==> config.mk <==
export PLATFORM = sky130hd
export DESIGN_NAME = quire_to_posit_norm
export DESIGN_NICKNAME = d
export VERILOG_FILES = /design/src/rtl/quire_to_posit_norm.sv
export SDC_FILE = /design/constraint.sdc
export NUM_CORES = 1
export LEC_CHECK = 0
export ABC_AREA = 1
export CORE_ASPECT_RATIO = 0.75
export CORE_MARGIN = 2
export CORE_UTILIZATION = 61
export DETAILED_ROUTE_END_ITERATION = 7
export PLACE_DENSITY = 0.83
export SYNTH_ARGS = -nofsm -noshare
export SYNTH_HDL_FRONTEND = slang
export SYNTH_SLANG_ARGS = --single-unit
==> constraint.sdc <==
create_clock -name clk -period 6.85 [get_ports clk]
set_input_delay 2.055 -clock clk [delete_from_list [all_inputs] [get_ports clk]]
set_output_delay 2.055 -clock clk [all_outputs]
set_load 0.05 [all_outputs]
==> src/rtl/quire_to_posit_norm.sv <==
// Quire-to-posit normalizer: two's-complement quire -> sign, scale, fraction, guard, sticky.
// Three-stage pipeline with registered ready and a one-entry skid latch.
module quire_to_posit_norm #(
  parameter int POSIT_WIDTH    = 8,
  parameter int POSIT_ES       = 0,
  parameter int LOG_NB_ACCUM   = 10,
  parameter int FRAC_OUT_WIDTH = 5,
  localparam int NQMIN = (2 ** (POSIT_ES + 2)) * (POSIT_WIDTH - 2) + 1,
  localparam int Q     = NQMIN + LOG_NB_ACCUM,
  localparam int BPP   = (NQMIN - 1) / 2,
  localparam int SW    = $clog2(Q) + 1,
  localparam int F     = FRAC_OUT_WIDTH
) (
  input  logic                 clk,
  input  logic                 rst,
  input  logic                 rts_i,
  output logic                 rtr_o,
  input  logic                 sow_i,
  input  logic                 eow_i,
  input  logic [Q-1:0]         data_i,
  input  logic                 NaR_i,
  input  logic                 rtr_i,
  output logic                 rts_o,
  output logic                 sow_o,
  output logic                 eow_o,
  output logic                 sign_o,
  output logic signed [SW-1:0] scale_o,
  output logic [F-1:0]         fraction_o,
  output logic                 guard_o,
  output logic                 sticky_o,
  output logic                 zero_o,
  output logic                 NaR_o
);
  localparam int KW = $clog2(Q);

  logic         rtr_q, pe, acc;
  logic [2:0]   vld_q;
  logic         lat_q, lat_nar_q, lat_sow_q, lat_eow_q;
  logic [Q-1:0] lat_data_q;
  logic         in_vld, in_nar, in_sow, in_eow;
  logic [Q-1:0] in_data;

  assign pe     = rtr_i | ~vld_q[2];
  assign acc    = rts_i & rtr_q;
  assign rtr_o  = rtr_q;
  assign rts_o  = vld_q[2];

  // The latched word always wins the stage-1 mux so order is preserved.
  assign in_vld  = lat_q | acc;
  assign in_data = lat_q ? lat_data_q : data_i;
  assign in_nar  = lat_q ? lat_nar_q  : NaR_i;
  assign in_sow  = lat_q ? lat_sow_q  : sow_i;
  assign in_eow  = lat_q ? lat_eow_q  : eow_i;

  always_ff @(posedge clk) begin
    if (rst) begin
      rtr_q      <= 1'b0;
      vld_q      <= '0;
      lat_q      <= 1'b0;
      lat_data_q <= '0;
      lat_nar_q  <= 1'b0;
      lat_sow_q  <= 1'b0;
      lat_eow_q  <= 1'b0;
    end else begin
      rtr_q <= pe;
      if (pe) vld_q <= {vld_q[1:0], in_vld};
      // Capture a word that arrives during the ready lag (or while draining the latch).
      if (acc && (!pe || lat_q)) begin
        lat_q      <= 1'b1;
        lat_data_q <= data_i;
        lat_nar_q  <= NaR_i;
        lat_sow_q  <= sow_i;
        lat_eow_q  <= eow_i;
      end else if (pe) begin
        lat_q <= 1'b0;
      end
    end
  end

  // S1: sign-magnitude conversion; the most negative word maps to 2^(Q-1).
  logic         s1_sign_q, s1_nar_q, s1_sow_q, s1_eow_q;
  logic [Q-1:0] s1_mag_q;

  always_ff @(posedge clk) begin
    if (rst) begin
      s1_sign_q <= 1'b0;
      s1_mag_q  <= '0;
      s1_nar_q  <= 1'b0;
      s1_sow_q  <= 1'b0;
      s1_eow_q  <= 1'b0;
    end else if (pe && in_vld) begin
      s1_sign_q <= in_data[Q-1];
      s1_mag_q  <= in_data[Q-1] ? (~in_data + 1'b1) : in_data;
      s1_nar_q  <= in_nar;
      s1_sow_q  <= in_sow;
      s1_eow_q  <= in_eow;
    end
  end

  // S2: leading-one detect.
  logic [KW-1:0] lo_k;
  always_comb begin
    lo_k = '0;
    for (int i = 0; i < Q; i++)
      if (s1_mag_q[i]) lo_k = KW'(i);
  end

  logic          s2_sign_q, s2_zero_q, s2_nar_q, s2_sow_q, s2_eow_q;
  logic [Q-1:0]  s2_mag_q;
  logic [KW-1:0] s2_k_q;

  always_ff @(posedge clk) begin
    if (rst) begin
      s2_sign_q <= 1'b0;
      s2_zero_q <= 1'b0;
      s2_nar_q  <= 1'b0;
      s2_sow_q  <= 1'b0;
      s2_eow_q  <= 1'b0;
      s2_mag_q  <= '0;
      s2_k_q    <= '0;
    end else if (pe && vld_q[0]) begin
      s2_sign_q <= s1_sign_q;
      s2_zero_q <= (s1_mag_q == '0);
      s2_nar_q  <= s1_nar_q;
      s2_sow_q  <= s1_sow_q;
      s2_eow_q  <= s1_eow_q;
      s2_mag_q  <= s1_mag_q;
      s2_k_q    <= lo_k;
    end
  end

  // S3: the leading one shifts out of the top, leaving the bits below it left-aligned.
  logic [KW-1:0] shamt;
  logic [Q-2:0]  norm;
  logic [SW-1:0] scale_d;

  assign shamt   = KW'(Q - 1) - s2_k_q;
  assign norm    = s2_mag_q[Q-2:0] << shamt;
  assign scale_d = SW'(s2_k_q) - SW'(BPP);

  always_ff @(posedge clk) begin
    if (rst) begin
      sign_o     <= 1'b0;
      scale_o    <= '0;
      fraction_o <= '0;
      guard_o    <= 1'b0;
      sticky_o   <= 1'b0;
      zero_o     <= 1'b0;
      NaR_o      <= 1'b0;
      sow_o      <= 1'b0;
      eow_o      <= 1'b0;
    end else if (pe && vld_q[1]) begin
      sow_o <= s2_sow_q;
      eow_o <= s2_eow_q;
      NaR_o <= s2_nar_q;
      if (s2_nar_q || s2_zero_q) begin
        sign_o     <= 1'b0;
        scale_o    <= '0;
        fraction_o <= '0;
        guard_o    <= 1'b0;
        sticky_o   <= 1'b0;
        zero_o     <= ~s2_nar_q;
      end else begin
        sign_o     <= s2_sign_q;
        scale_o    <= scale_d;
        fraction_o <= norm[Q-2 -: F];
        guard_o    <= norm[Q-2-F];
        sticky_o   <= |norm[Q-3-F:0];
        zero_o     <= 1'b0;
      end
    end
  end
endmodule

==> run metrics <==
outcome finished, final reports clean; internal power around 1600 uW; Bufs and invs on worst path 3; via count 7854; post-CTS sizing 0; first-pass iteration count of the detailed router 5; transition time of the tightest slew-check pin 1.01 ns; Core Footprint 13100 um^2; Critical Path RT 7.16 ns; diode count 0; r2r setup slk 2.78 ns; reg2reg start s2_k_q[1]$_SDFFE_PP0P_; drt via density 5.58; register area 2930 um^2; maximum operating frequency 222 MHz; Cell Area, Synth 8190 um^2; asr flop ratio synth 0%; placed insts ~1400; PwrDens 236 nW/um^2; Final HPWL DP 13.7 mm; Comb power frac 16.7%; Ports 63; share of cells above drive strength 1 7.61%; Synth Area in Compound Gates 22.3%; initial DRC count ~470; most frequent cells in the layout nand2_1, o21ai_0, nor2_1, dfxtp_1, inv_1; root buffer cell clkbuf_16; XOR/XNOR share of the synthesized area 3.42%; starting density of the core 62.7%; fin crit share 65.9%; R2R depth 13; Clock Power Share between 40% and 50%; Period minus WS final 4.51 ns; Area Overhead vs Synth 15.0%; CP Capture Point s1_mag_q[31]$_SDFFE_PP0P_; Yosys warning total 0; setup violators final 0; post-synthesis sequential element count 146; Gate Count Post-Synth 1201; sequential fraction of the synthesis area 35.7%; critical path launch point data_i[34]; number of synthesized flops with an enable pin 0; grt ovf 0; post-synthesis mux area share under 10%; CP cell instances clkdlybuf4s50_1 > o21ai_2 > clkinv_1 > nand2_1 > o21ai_0 > xnor2_1 > o21ai_0 > inv_1; Die W 138 um; most common cell after layout, fill and taps aside nand2_1; Final Max Tran Viols 0; Final nets about 1300; most common flop cell mapped by yosys dfxtp_1; WP depth 8; slowest cell delay on critical path 0.77 ns; multi-input combinational cell area 4460 um^2; final non-filler cell total 1407; worst hold path type register to register; Tot Pwr 2220 uW; Die Ht 104 um; Std-Cell Rows 36; Critical Path Most Common Cell o21ai_0; cts-stage hold buffer count 0; PortBufs 62; adder and majority cell fraction of the synthesized area 0.611%; headroom to the max-slew limit a little under a third; critical path endpoint category register; Reg-to-Reg End sticky_o$_SDFFE_PP0P_; Die Area 14400 um^2; Bufs on Longest Clock Path 2; first-pass GRT wire length approximately 34 mm; cts bufs inserted 17; Net Sw Power 650 uW; Fin. Hold Viols 0; switching share of total power 29.3%; Sequential Power Share 41.0%; fillers 1105; post-CTS setup buffer count 0; syn_area_per_cell around 7 um^2; gpl congestion approximately 0.9; maximum fanout along the worst path 19; final core occ 72.1%; CTS tree built; Setup Skew 0.0137 ns; Post-Route WL 20.0 mm; Leak Pwr 0.00400 uW; Max-cap violations 0; critical path's top delay family buffers and inverters; post-DR wirelength/cell 14.2 um; Distinct cells, synth 48; clk sinks 146; Sum Neg Setup Slack 0 ns; largest net degree at the start of global routing 69; vias in the first global route about 7300; CP max stage cell clkinv_1; RSZ-0062 raised after global routing no; dominant combinational cell family by area after synthesis compound AO/OA/AOI/OAI gates; Final ANT Viol Nets 0; path type of the worst setup path input pin to register; WP data arrival 4.82 ns; Total GRT Usage 28.8%; Max IR drop VDD 0.195 mV; H-Tree Depth 4; antenna violations before repair 0; Post-Synthesis Net Count 1247; clk slew on worst S/H paths 0.06 ns; worst-skew pair later-pin latency 0.43 ns; type of origin of the critical path input pin; Remaining DRCs 0; Simple-Gate Fraction of Synth Area 22.0%
## synthesized netlist by cell type, drive strengths merged (2+ instances only)
master | instances | area (um^2)
ha | 4 | 50.1
nor4 | 5 | 31.3
a211oi | 4 | 30.0
nand3 | 13 | 75.1
or2 | 15 | 96.4
nor2 | 153 | 584
clkinv | 5 | 18.8
o221ai | 5 | 43.8
o21ai | 192 | 991
nor3 | 17 | 128
xnor2 | 5 | 43.8
o211ai | 10 | 75.1
dfxtp | 146 | 2920
mux2i | 48 | 480
o31ai | 2 | 15.0
nand2 | 207 | 777
a21oi | 108 | 548
clkbuf | 53 | 199
xor2 | 27 | 236
buf | 14 | 80.1
a31oi | 8 | 50.1
inv | 139 | 522
nand4 | 11 | 100
## how the worst min path moves through the flow
stage                                startpoint                     endpoint  slack [ns]  cells after the start
finish                    sticky_o$_SDFFE_PP0P_        sticky_o$_SDFFE_PP0P_        0.47                      2
global route         fraction_o[2]$_SDFFE_PP0P_   fraction_o[2]$_SDFFE_PP0P_        0.49                      2
CTS                 lat_data_q[33]$_SDFFE_PP0P_  lat_data_q[33]$_SDFFE_PP0P_        0.47                      2
detailed placement  lat_data_q[33]$_SDFFE_PP0P_  lat_data_q[33]$_SDFFE_PP0P_        0.46                      2
global placement    lat_data_q[33]$_SDFFE_PP0P_  lat_data_q[33]$_SDFFE_PP0P_        0.44                      2
floorplan           lat_data_q[33]$_SDFFE_PP0P_  lat_data_q[33]$_SDFFE_PP0P_        0.43                      2
## flip-flops by register name (all words and copies together), names as in the netlist, 3 cells and up
register    cells
fraction_o      5
lat_data_q     35
s1_mag_q       35
s2_k_q          6
s2_mag_q       34
scale_o         7
vld_q           3
## cells by family (layout without fill, tap and decap cells)
family / Yosys count / count (layout)
flops: 146 / 146
compound gates: 337 / 337
mux: 48 / 48
simple gates: 423 / 423
xor+xnor: 32 / 32
buf+inv: 211 / 246
fa+ha+maj: 4 / 4
## power by group through the flow
stage | logic [uW] | clock network, uW | registers (uW)
CTS | 364 | 943 | 910
detailed placement | 359 | 0 | 928
global placement | 354 | 0 | 927
floorplan | 259 | 0 | 929
global route | 419 | 974 | 914
finish | 371 | 938 | 910
## routing by layer
| metal | up-vias | track usage, % | wire [um] |
|---|---|---|---|
| met5 | - | 0 | 0 |
| li1 | 3985 | - | - |
| met2 | 248 | 45.5 | 9010 |
| met4 | 0 | 9.04 | 348 |
| met1 | 3587 | 39.7 | 9410 |
| met3 | 34 | 5.51 | 1240 |
## tightest hold or removal path, stage by stage (launching register included)
cell	delay, ns
dfxtp_1	0.31
nand2_1	0.06
a21oi_1	0.05
## layout make-up
cell class	instances	share of cell area, %
multi-input cells	844	47.3
flip-flops and latches	146	31.1
repair buffers	71	7.31
inverters	144	5.74
clock buffers	18	4.67
well taps	171	2.27
clock inverters	13	1.59
## through the flow
step | area (um^2) | hold slack, ns | setup WS [ns]
after floorplan | 8190 | 0.429 | 2.80
after global placement | 8820 | 0.439 | 2.09
after detailed placement | 8820 | 0.456 | 2.02
after CTS | 9410 | 0.468 | 2.37
after global routing | 9410 | 0.486 | 2.03
final | 9410 | 0.466 | 2.34
No activity file was read; power rests on OpenSTA's default activity.
